### config.mk
export PLATFORM = sky130hd
export DESIGN_NAME = morse_char_assembler
export DESIGN_NICKNAME = d
export VERILOG_FILES = /design/src/rtl/morse_char_assembler.sv
export SDC_FILE = /design/constraint.sdc
export NUM_CORES = 1
export LEC_CHECK = 0
export BUFFER_PORTS_ARGS = -buffer_cell sky130_fd_sc_hd__buf_4
export CELL_PAD_IN_SITES_DETAIL_PLACEMENT = 1
export CELL_PAD_IN_SITES_GLOBAL_PLACEMENT = 1
export CORE_UTILIZATION = 35
export DETAILED_ROUTE_END_ITERATION = 8
export PLACE_DENSITY_LB_ADDON = 0.1
export SYNTH_ARGS = -nofsm -noshare
export SYNTH_HDL_FRONTEND = slang
export SYNTH_SLANG_ARGS = --single-unit
### constraint.sdc
create_clock -name clk -period 4 [get_ports clk]
set_input_delay 0.4 -clock clk [delete_from_list [all_inputs] [get_ports clk]]
set_output_delay 0.4 -clock clk [all_outputs]
set_load 0.02 [all_outputs]
### src/rtl/morse_char_assembler.sv
// morse_char_assembler
//   Assembles dot/dash elements from the Morse decoder into letters and
//   translates each letter to ASCII on a letter/word gap. Characters go into
//   a DEPTH-entry FIFO that a consumer drains with a valid/ready handshake.
//
//   Optional feature: define MORSE_DIGITS_EN to translate five-element codes
//   to the digits '0'-'9'. Without it every five-element code becomes '?'.
//
// Ports
//   clk          system clock, rising edge
//   reset_n      asynchronous active-low reset
//   dot, dash    element strobes (a rising edge is one event)
//   lg, wg       letter gap / word gap strobes
//   char_data    ASCII character at the FIFO head
//   char_valid   FIFO head valid
//   char_ready   consumer takes char_data this cycle
//   overflow     sticky, a character was dropped because the FIFO was full
//   elem_count   elements held for the current letter (0-6)
//
// state       | meaning
// ------------+-------------------------------------------------
// IDLE        | letter buffer empty, nothing pending
// COLLECT     | gathering elements of a letter
// EMIT        | pushing the translated letter into the FIFO
// EMIT_SPACE  | pushing the space that closes a word

module morse_char_assembler #(
    parameter int DEPTH = 8
) (
    input  logic       clk,
    input  logic       reset_n,
    input  logic       dot,
    input  logic       dash,
    input  logic       lg,
    input  logic       wg,
    output logic [7:0] char_data,
    output logic       char_valid,
    input  logic       char_ready,
    output logic       overflow,
    output logic [2:0] elem_count
);

    localparam int AW = $clog2(DEPTH);

    typedef enum logic [1:0] {S_IDLE, S_COLLECT, S_EMIT, S_EMIT_SPACE} state_t;

    state_t      state;
    logic [3:0]  strb_q, strb_qq;   // {wg, lg, dash, dot}
    logic [3:0]  ev;
    logic        dot_ev, dash_ev, lg_ev, wg_ev, elem_ev, gap_ev;
    logic [4:0]  code, code_n;
    logic [2:0]  len, len_n;
    logic        bad, bad_n;
    logic [7:0]  char_pend;
    logic        wg_pend;
    logic        last_space;

    logic [7:0]  mem [DEPTH];
    logic [AW-1:0] wr_ptr, rd_ptr, rd_ptr_ap;
    logic [AW:0] count, count_ap;
    logic        full, pop, push_en, push_ok;
    logic [7:0]  push_data;

    function automatic logic [7:0] xlate(input logic [2:0] n, input logic [4:0] c,
                                         input logic b);
        logic [7:0] r;
        r = 8'h3F;
        if (!b) begin
            case (n)
                3'd1: r = c[0] ? 8'h54 : 8'h45;
                3'd2: case (c[1:0])
                        2'd0: r = 8'h49;  2'd1: r = 8'h41;
                        2'd2: r = 8'h4E;  2'd3: r = 8'h4D;
                        default: r = 8'h3F;
                      endcase
                3'd3: case (c[2:0])
                        3'd0: r = 8'h53;  3'd1: r = 8'h55;
                        3'd2: r = 8'h52;  3'd3: r = 8'h57;
                        3'd4: r = 8'h44;  3'd5: r = 8'h4B;
                        3'd6: r = 8'h47;  3'd7: r = 8'h4F;
                        default: r = 8'h3F;
                      endcase
                3'd4: case (c[3:0])
                        4'd0:  r = 8'h48;  4'd1:  r = 8'h56;
                        4'd2:  r = 8'h46;  4'd4:  r = 8'h4C;
                        4'd6:  r = 8'h50;  4'd7:  r = 8'h4A;
                        4'd8:  r = 8'h42;  4'd9:  r = 8'h58;
                        4'd10: r = 8'h43;  4'd11: r = 8'h59;
                        4'd12: r = 8'h5A;  4'd13: r = 8'h51;
                        default: r = 8'h3F;
                      endcase
`ifdef MORSE_DIGITS_EN
                3'd5: case (c)
                        5'b11111: r = 8'h30;  5'b01111: r = 8'h31;
                        5'b00111: r = 8'h32;  5'b00011: r = 8'h33;
                        5'b00001: r = 8'h34;  5'b00000: r = 8'h35;
                        5'b10000: r = 8'h36;  5'b11000: r = 8'h37;
                        5'b11100: r = 8'h38;  5'b11110: r = 8'h39;
                        default:  r = 8'h3F;
                      endcase
`endif
                default: r = 8'h3F;
            endcase
        end
        return r;
    endfunction

    assign ev      = strb_q & ~strb_qq;
    assign dot_ev  = ev[0];
    assign dash_ev = ev[1];
    assign lg_ev   = ev[2];
    assign wg_ev   = ev[3];
    assign elem_ev = dot_ev | dash_ev;
    assign gap_ev  = lg_ev | wg_ev;

    // Buffer after this cycle's element; a gap in the same cycle sees this.
    always_comb begin
        code_n = code;
        len_n  = len;
        bad_n  = bad;
        if (dot_ev && dash_ev) begin
            bad_n = 1'b1;
            if (len != 3'd6) len_n = len + 3'd1;
        end else if (elem_ev) begin
            if (len >= 3'd5) begin
                len_n = 3'd6;
                bad_n = 1'b1;
            end else begin
                code_n = {code[3:0], dash_ev};
                len_n  = len + 3'd1;
            end
        end
    end

    assign push_en   = (state == S_EMIT) || (state == S_EMIT_SPACE);
    assign push_data = (state == S_EMIT) ? char_pend : 8'h20;
    assign full      = (count == (AW+1)'(DEPTH));
    assign pop       = char_valid && char_ready;
    assign push_ok   = push_en && (!full || pop);
    assign count_ap  = count - (AW+1)'(pop);
    assign rd_ptr_ap = rd_ptr + AW'(pop);
    assign elem_count = len;

    always_ff @(posedge clk or negedge reset_n) begin
        if (!reset_n) begin
            strb_q    <= '0;
            strb_qq   <= '0;
            state     <= S_IDLE;
            code      <= '0;
            len       <= '0;
            bad       <= 1'b0;
            char_pend <= '0;
            wg_pend   <= 1'b0;
        end else begin
            strb_q  <= {wg, lg, dash, dot};
            strb_qq <= strb_q;
            if (gap_ev && len_n != 3'd0) begin
                char_pend <= xlate(len_n, code_n, bad_n);
                wg_pend   <= wg_ev;
                code      <= '0;
                len       <= '0;
                bad       <= 1'b0;
                state     <= S_EMIT;
            end else begin
                code <= code_n;
                len  <= len_n;
                bad  <= bad_n;
                if (wg_ev && !last_space) begin
                    state <= S_EMIT_SPACE;
                end else begin
                    case (state)
                        S_IDLE:       if (elem_ev) state <= S_COLLECT;
                        S_COLLECT:    state <= S_COLLECT;
                        S_EMIT:       state <= wg_pend ? S_EMIT_SPACE
                                             : (len_n != 3'd0 ? S_COLLECT : S_IDLE);
                        S_EMIT_SPACE: state <= (len_n != 3'd0) ? S_COLLECT : S_IDLE;
                        default:      state <= S_IDLE;
                    endcase
                end
            end
        end
    end

    always_ff @(posedge clk) begin
        if (push_ok) mem[wr_ptr] <= push_data;
    end

    // The head register only loads entries written on earlier edges, which
    // gives the one-cycle no-fall-through delay and keeps char_data stable.
    always_ff @(posedge clk or negedge reset_n) begin
        if (!reset_n) begin
            wr_ptr     <= '0;
            rd_ptr     <= '0;
            count      <= '0;
            char_data  <= '0;
            char_valid <= 1'b0;
            overflow   <= 1'b0;
            last_space <= 1'b0;
        end else begin
            if (push_ok) wr_ptr <= wr_ptr + AW'(1);
            rd_ptr     <= rd_ptr_ap;
            count      <= count_ap + (AW+1)'(push_ok);
            char_valid <= (count_ap != '0);
            if (count_ap != '0) char_data <= mem[rd_ptr_ap];
            if (push_en && !push_ok) overflow <= 1'b1;
            if (push_en) last_space <= (state == S_EMIT_SPACE);
        end
    end

endmodule

# Word-level counts from Yosys, hierarchy flattened
# Memory sizes are Yosys's and may differ from the RTL's. A register that Yosys moved wholly into a read port is not among the register bits.
# Cells that the tools add are included.
# totals
regBits	40
latch_bits	0
ram_bits	64
romBits	152
inputBits	7
out_inout_bits	13
word_cells	82
mem_count	3
# op_classes
addsub	5
multipliers	0
div_mod_pow	0
n_lt_le_gt_ge	1
eq_ne	13
shift	0
n_mux	26
bitwise	4
reduce_logical	16
# mem_list
memory	words	width	read_ports	rd_clocked_by_memory_dff	wr	line	rtl
(no name shown)	16	7	1	0	0	83	3'd4: case (c[3:0])
mem	8	8	1	1	1	58	logic [7:0] mem [DEPTH];
(no name shown)	8	5	1	0	0	76	3'd3: case (c[2:0])
# op_table
operator	count
case mux 8 bit (4 select lines)	2
2-to-1 mux 4 bit	4
2-to-1 mux 8 bit	2
2-to-1 mux 3 bit	5
equality test 2 bit (second input constant)	4
2-to-1 mux 2 bit	4
case mux 2 bit (4 select lines)	1
2-to-1 mux 1 bit	7
adder 3 x 1 -> 3 bit (second input constant)	2
equality test 3 x 2 -> 1 bit (second input constant)	2
logical AND 1 bit	6
2-to-1 mux 5 bit	1
adder 4 x 1 -> 4 bit	1
bitwise AND 4 bit	1
equality test 2 x 1 -> 1 bit (second input constant)	2
equality test 4 bit (second input constant)	1
zero test 1 bit	4
zero test 2 bit	2
inequality test 4 bit (second input constant)	1
NOT 4 bit	1
nonzero test 4 bit	1
subtractor 4 x 1 -> 4 bit	1
adder 3 x 1 -> 3 bit	1
equality test 3 x 1 -> 1 bit (second input constant)	1
other kinds (6)	8

# Logic depth before layout (Yosys ltp)
# logic_depth
depth_word	11
mapped_depth	14
ltp_nobuf	13

# Least setup slack after synthesis
# OpenSTA, ideal clock, no wires.
# synth_path
path_type	register to register
startpoint	register len[1], in the netlist elem_count[1]
endpoint	register char_pend[3]
setup_ns	0.077
t_arrival_ns	3.003
required_ns	3.923
setup_slack_ns	0.919
stages_incl_launch_ff	14
path_buffers	1
period_less_slack_ns	3.081
path_cell_list	dfrtp_1 inv_1 ha_1 o31ai_1 buf_2 a21oi_1 a21oi_1 inv_1 ha_1 mux2_2 a221o_1 a32oi_1 o32ai_1 a21oi_1
# synth_via
elab_chain_len	8
elab_cells_between_ends	28
classes_between	add/sub (1); order compare (1); eq/ne (8); mux (13); reduce/logical (3); memory (2)
# synth_rtl
element	line	rtl
start: declaration	52	logic [2:0] len, len_n;
start signal: assignment	166	len <= len_n;
branches (longest 8 deep; another with memory read (16 x 7 bit))	n/a	
end signal: assignment	158	char_pend <= xlate(len_n, code_n, bad_n);
end: declaration	54	logic [7:0] char_pend;
# Parallel ways; which one is timed is not known. The select of a mux whose other input is x is not followed.
# A chain may end at the register's enable or synchronous reset.

# Final worst setup path
# Same ends and word-level chain as after synthesis.

==> impl_metrics.csv <==
group,metric,value,unit
status,status,"finished, final reports clean",
placement,hpwl,7.23,mm
global_route,antenna_found_initial,0,
critical_path,crit_family,"compound AO/OA/AOI/OAI gates",
detailed_routing,num_vias,3044,
pwr,p_comb_share,37.1,%
logic_synthesis,synth_nets,408,
sta,fin_crit,3.35,ns
sta,setup_viol,0,
critical_path,path_class,"flip-flop to flip-flop",
pwr,cellLeakagePower,0.00210,uW
cells_and_area,multi_input_area,1900,um2
sta,fin_tns_setup,0,ns
cells_and_area,nets,424,
sta,hold_violations,0,
logic_synthesis,synth_edf_count,56,
clocking,clkSinkCount,102,
global_route,grt_first_pass_wirelength,17.0,mm
critical_path,worstPathArrival,3.63,ns
die,design.core.area,13500,um2
clocking,path_clk_slew,0.08,ns
detailed_routing,drtIter0Drc,119,
pwr,seq_power_share,41.0,%
sta,worst_clock_skew,0.00940,ns
critical_path,end_kind,"flip-flop",
die,die_x,120,um
critical_path,r2r_start,"elem_count[1]",
min_path,min_path_type,"input pin to asynchronous set/reset pin",
logic_synthesis,yosysSeqAreaShare,57.9,%
critical_path,r2r_end,"char_pend[3]",
detailed_routing,drc,0,
logic_synthesis,synth_cells,384,
clocking,numCtsBuffers,9,
sta,whs,0.0579,ns
placement,port_buffers,18,
critical_path,r2r_slack,0.65,ns
detailed_routing,wl_per_cell,17.5,um
global_route,grt_usage,15.4,%
clocking,postCtsSetupBuffers,0,
critical_path,crit_cells,13,
pwr,p_sw,1350,uW
clocking,hold_buffers,0,
critical_path,crit_slowest_cell,"dfrtp_1",
critical_path,crit_path_start_kind,"flip-flop",
global_route,grt_pass1_vias,3131,
logic_synthesis,syn-cell-area,4890,um2
cells_and_area,diodes,0,
die,io_pins,20,
critical_path,reg2reg_depth,13,
critical_path,path_cells,"inv_1 > ha_1 > o31ai_1 > buf_4 > nand2_1 > mux2i_1 > inv_1 > ha_1 > mux2_2 > a221o_1 > a32oi_1 > o32ai_1 > a21oi_1",
critical_path,crit_end,"char_pend[3]",
pwr,pwr-share-clk,21.9,%
pwr,worst_ir_drop_vdd,0.209,mV
sta,fin_crit_sh,83.7,%
clocking,h-tree-depth,3,
pwr,p_per_area,706,nW/um2
placement,gp_congestion,0.808,
global_route,grt_overflow,0,
die,dieHeight,120,um
logic_synthesis,ys.flop_type,"edfxtp_1",
logic_synthesis,yosys_register_bits,102,
flow_run,cap_violations,0,
sta,max_clock_freq,0.299,GHz
die,rows,42,
detailed_routing,wirelength,10.2,mm
clocking,ctsLongestPathBuffers,2,
die,fp.dieArea,14500,um2
pwr,internal_power,2520,uW
logic_synthesis,synth-async-reset-ratio,45.1,%
clocking,cts_tree,"built",
clocking,cts_root_buffer,"clkbuf_16",
detailed_routing,routed_via_density,5.24,
sta,max_slew.worst_pin.slew,1.09,ns
logic_synthesis,netlist-cell-type-count,64,
sta,max_slew_margin,26.9,%
global_route,grt_start_max_net_pins,47,
critical_path,cp_max_fo,11,
cells_and_area,syn_to_final_growth,11.9,%
pwr,p_sw_share,34.9,%
cells_and_area,seq_area,2830,um2
clocking,insertion_delay,0.35,ns
detailed_routing,ant_nets,0,
detailed_routing,dr.pass1.iters,4,
logic_synthesis,syn_avg_cell_area,12.7,um2
critical_path,cp_slowest_stage_delay,0.51,ns
die,initial_core_util,36.4,%
critical_path,required,4.28,ns
clocking,ctsResizeCount,0,
sta,rsz0062_at_grt,"false",
cells_and_area,fillCellCount,1438,
critical_path,crit_start,"elem_count[1]",
sta,slew_violations,0,
critical_path,critPathBufInv,3,
cells_and_area,drive_above_1_share,17.0,%
logic_synthesis,yosysWarnings,0,
[worst min-delay path by stage]
stage          slack [ns]       from  cells past startpoint            to
2_1_floorplan        0.10    reset_n                      0           bad
3_3_place_gp         0.36  strb_q[3]                      0    strb_qq[3]
3_5_place_dp         0.36  strb_q[3]                      0    strb_qq[3]
4_1_cts              0.09    reset_n                      1  char_data[5]
5_1_grt              0.11    reset_n                      1      count[1]
6_report             0.06    reset_n                      1  char_data[5]
[cells by family after synthesis]
family                   synth area share [%]
buffers and inverters                    3.27
flip-flops                               57.9
XOR/XNOR                                 1.76
AND/OR/NAND/NOR                          12.6
multiplexers                             9.59
AO/OA/AOI/OAI                            10.3
adder cells (fa/ha/maj)                  4.58
other                                  0.0766
[through the flow]
stage / power, uW / area, um2 / utilization [%] / std cells / worst slack, ns
3_5_place_dp: 3080 / 5190 / 38.6 / 565 / 0.675
4_1_cts: 3940 / 5480 / 40.7 / 581 / 0.644
2_1_floorplan: 2680 / 4890 / - / 384 / 0.919
3_3_place_gp: 3050 / 5190 / 38.6 / 565 / 0.866
5_1_grt: 4150 / 5480 / 40.7 / 581 / 0.279
6_report: 3870 / 5480 / 40.7 / 581 / 0.652
[synth_stat cells, types with 2 or more instances]
master | number | area [um2]
a211o_1 | 2 | 17.5
a21oi_1 | 26 | 130
a31oi_1 | 11 | 68.8
and2_1 | 6 | 37.5
buf_2 | 2 | 10.0
buf_4 | 2 | 15.0
buf_6 | 3 | 33.8
clkbuf_1 | 11 | 41.3
dfrtp_1 | 46 | 1150
edfxtp_1 | 56 | 1680
ha_1 | 17 | 213
inv_1 | 15 | 56.3
mux2_2 | 3 | 33.8
mux2i_1 | 12 | 120
mux4_2 | 14 | 315
nand2_1 | 22 | 82.6
nand2b_1 | 8 | 50.1
nand3_1 | 9 | 45.0
nand3b_1 | 2 | 15.0
nand4_1 | 3 | 18.8
nor2_1 | 31 | 116
nor2b_1 | 4 | 25.0
nor3_1 | 14 | 70.1
nor3b_1 | 2 | 15.0
nor4_1 | 4 | 25.0
o21a_1 | 2 | 15.0
o21ai_0 | 7 | 35.0
o21ba_2 | 2 | 20.0
o21bai_1 | 2 | 15.0
o22ai_2 | 2 | 25.0
o31a_1 | 2 | 17.5
o31ai_1 | 2 | 15.0
or3_1 | 2 | 12.5
or4_1 | 2 | 15.0
xnor2_1 | 6 | 52.6
xor2_1 | 2 | 17.5
[cell usage in the layout (no fill, tap or decap), types with 3 or more instances in the layout]
master / n
edfxtp_1: 56
nand2_1: 22
nand4_1: 3
clkinv_4: 4
nor2b_1: 4
nor2_1: 31
a21oi_1: 26
mux2i_1: 12
buf_4: 24
xnor2_1: 6
inv_1: 15
clkbuf_16: 9
dfrtp_1: 46
mux2_2: 3
nor4_1: 4
a31oi_1: 11
o21ai_0: 7
nand3_1: 9
mux4_2: 14
and2_1: 6
ha_1: 17
nand2b_1: 8
nor3_1: 14
[flip-flops by register name (all words and copies together), names as in the netlist]
| signal | cells |
|---|---|
| bad | 1 |
| char_data | 7 |
| char_pend | 7 |
| char_valid | 1 |
| code | 4 |
| count | 4 |
| elem_count | 3 |
| last_space | 1 |
| mem | 56 |
| overflow | 1 |
| rd_ptr | 3 |
| state | 2 |
| strb_q | 4 |
| strb_qq | 4 |
| wg_pend | 1 |
| wr_ptr | 3 |
[layout make-up]
| cell class | instances | share of cell area, % |
|---|---|---|
| flip-flops and latches | 102 | 51.7 |
| multi-input cells | 248 | 34.7 |
| clock buffers | 9 | 4.11 |
| well taps | 176 | 4.02 |
| repair buffers | 24 | 3.29 |
| clock inverters | 7 | 1.07 |
| inverters | 15 | 1.03 |
[power by group through the flow]
stage / Sequential [uW] / Clock [uW] / Combinational [uW]
final: 1590 / 845 / 1440
after global routing: 1620 / 910 / 1620
after CTS: 1590 / 873 / 1470
after detailed placement: 1610 / 0 / 1470
after global placement: 1600 / 0 / 1450
after floorplan: 1610 / 0 / 1060
[routing by layer]
metal	track usage [%]	vias to the layer above	wire [um]
li1	-	1460	-
met5	0	-	0
met4	6.02	0	227
met3	3.25	15	298
met2	26.7	41	5080
met1	18.8	1528	4580
Note: power is estimated with default switching activity, not from simulation.
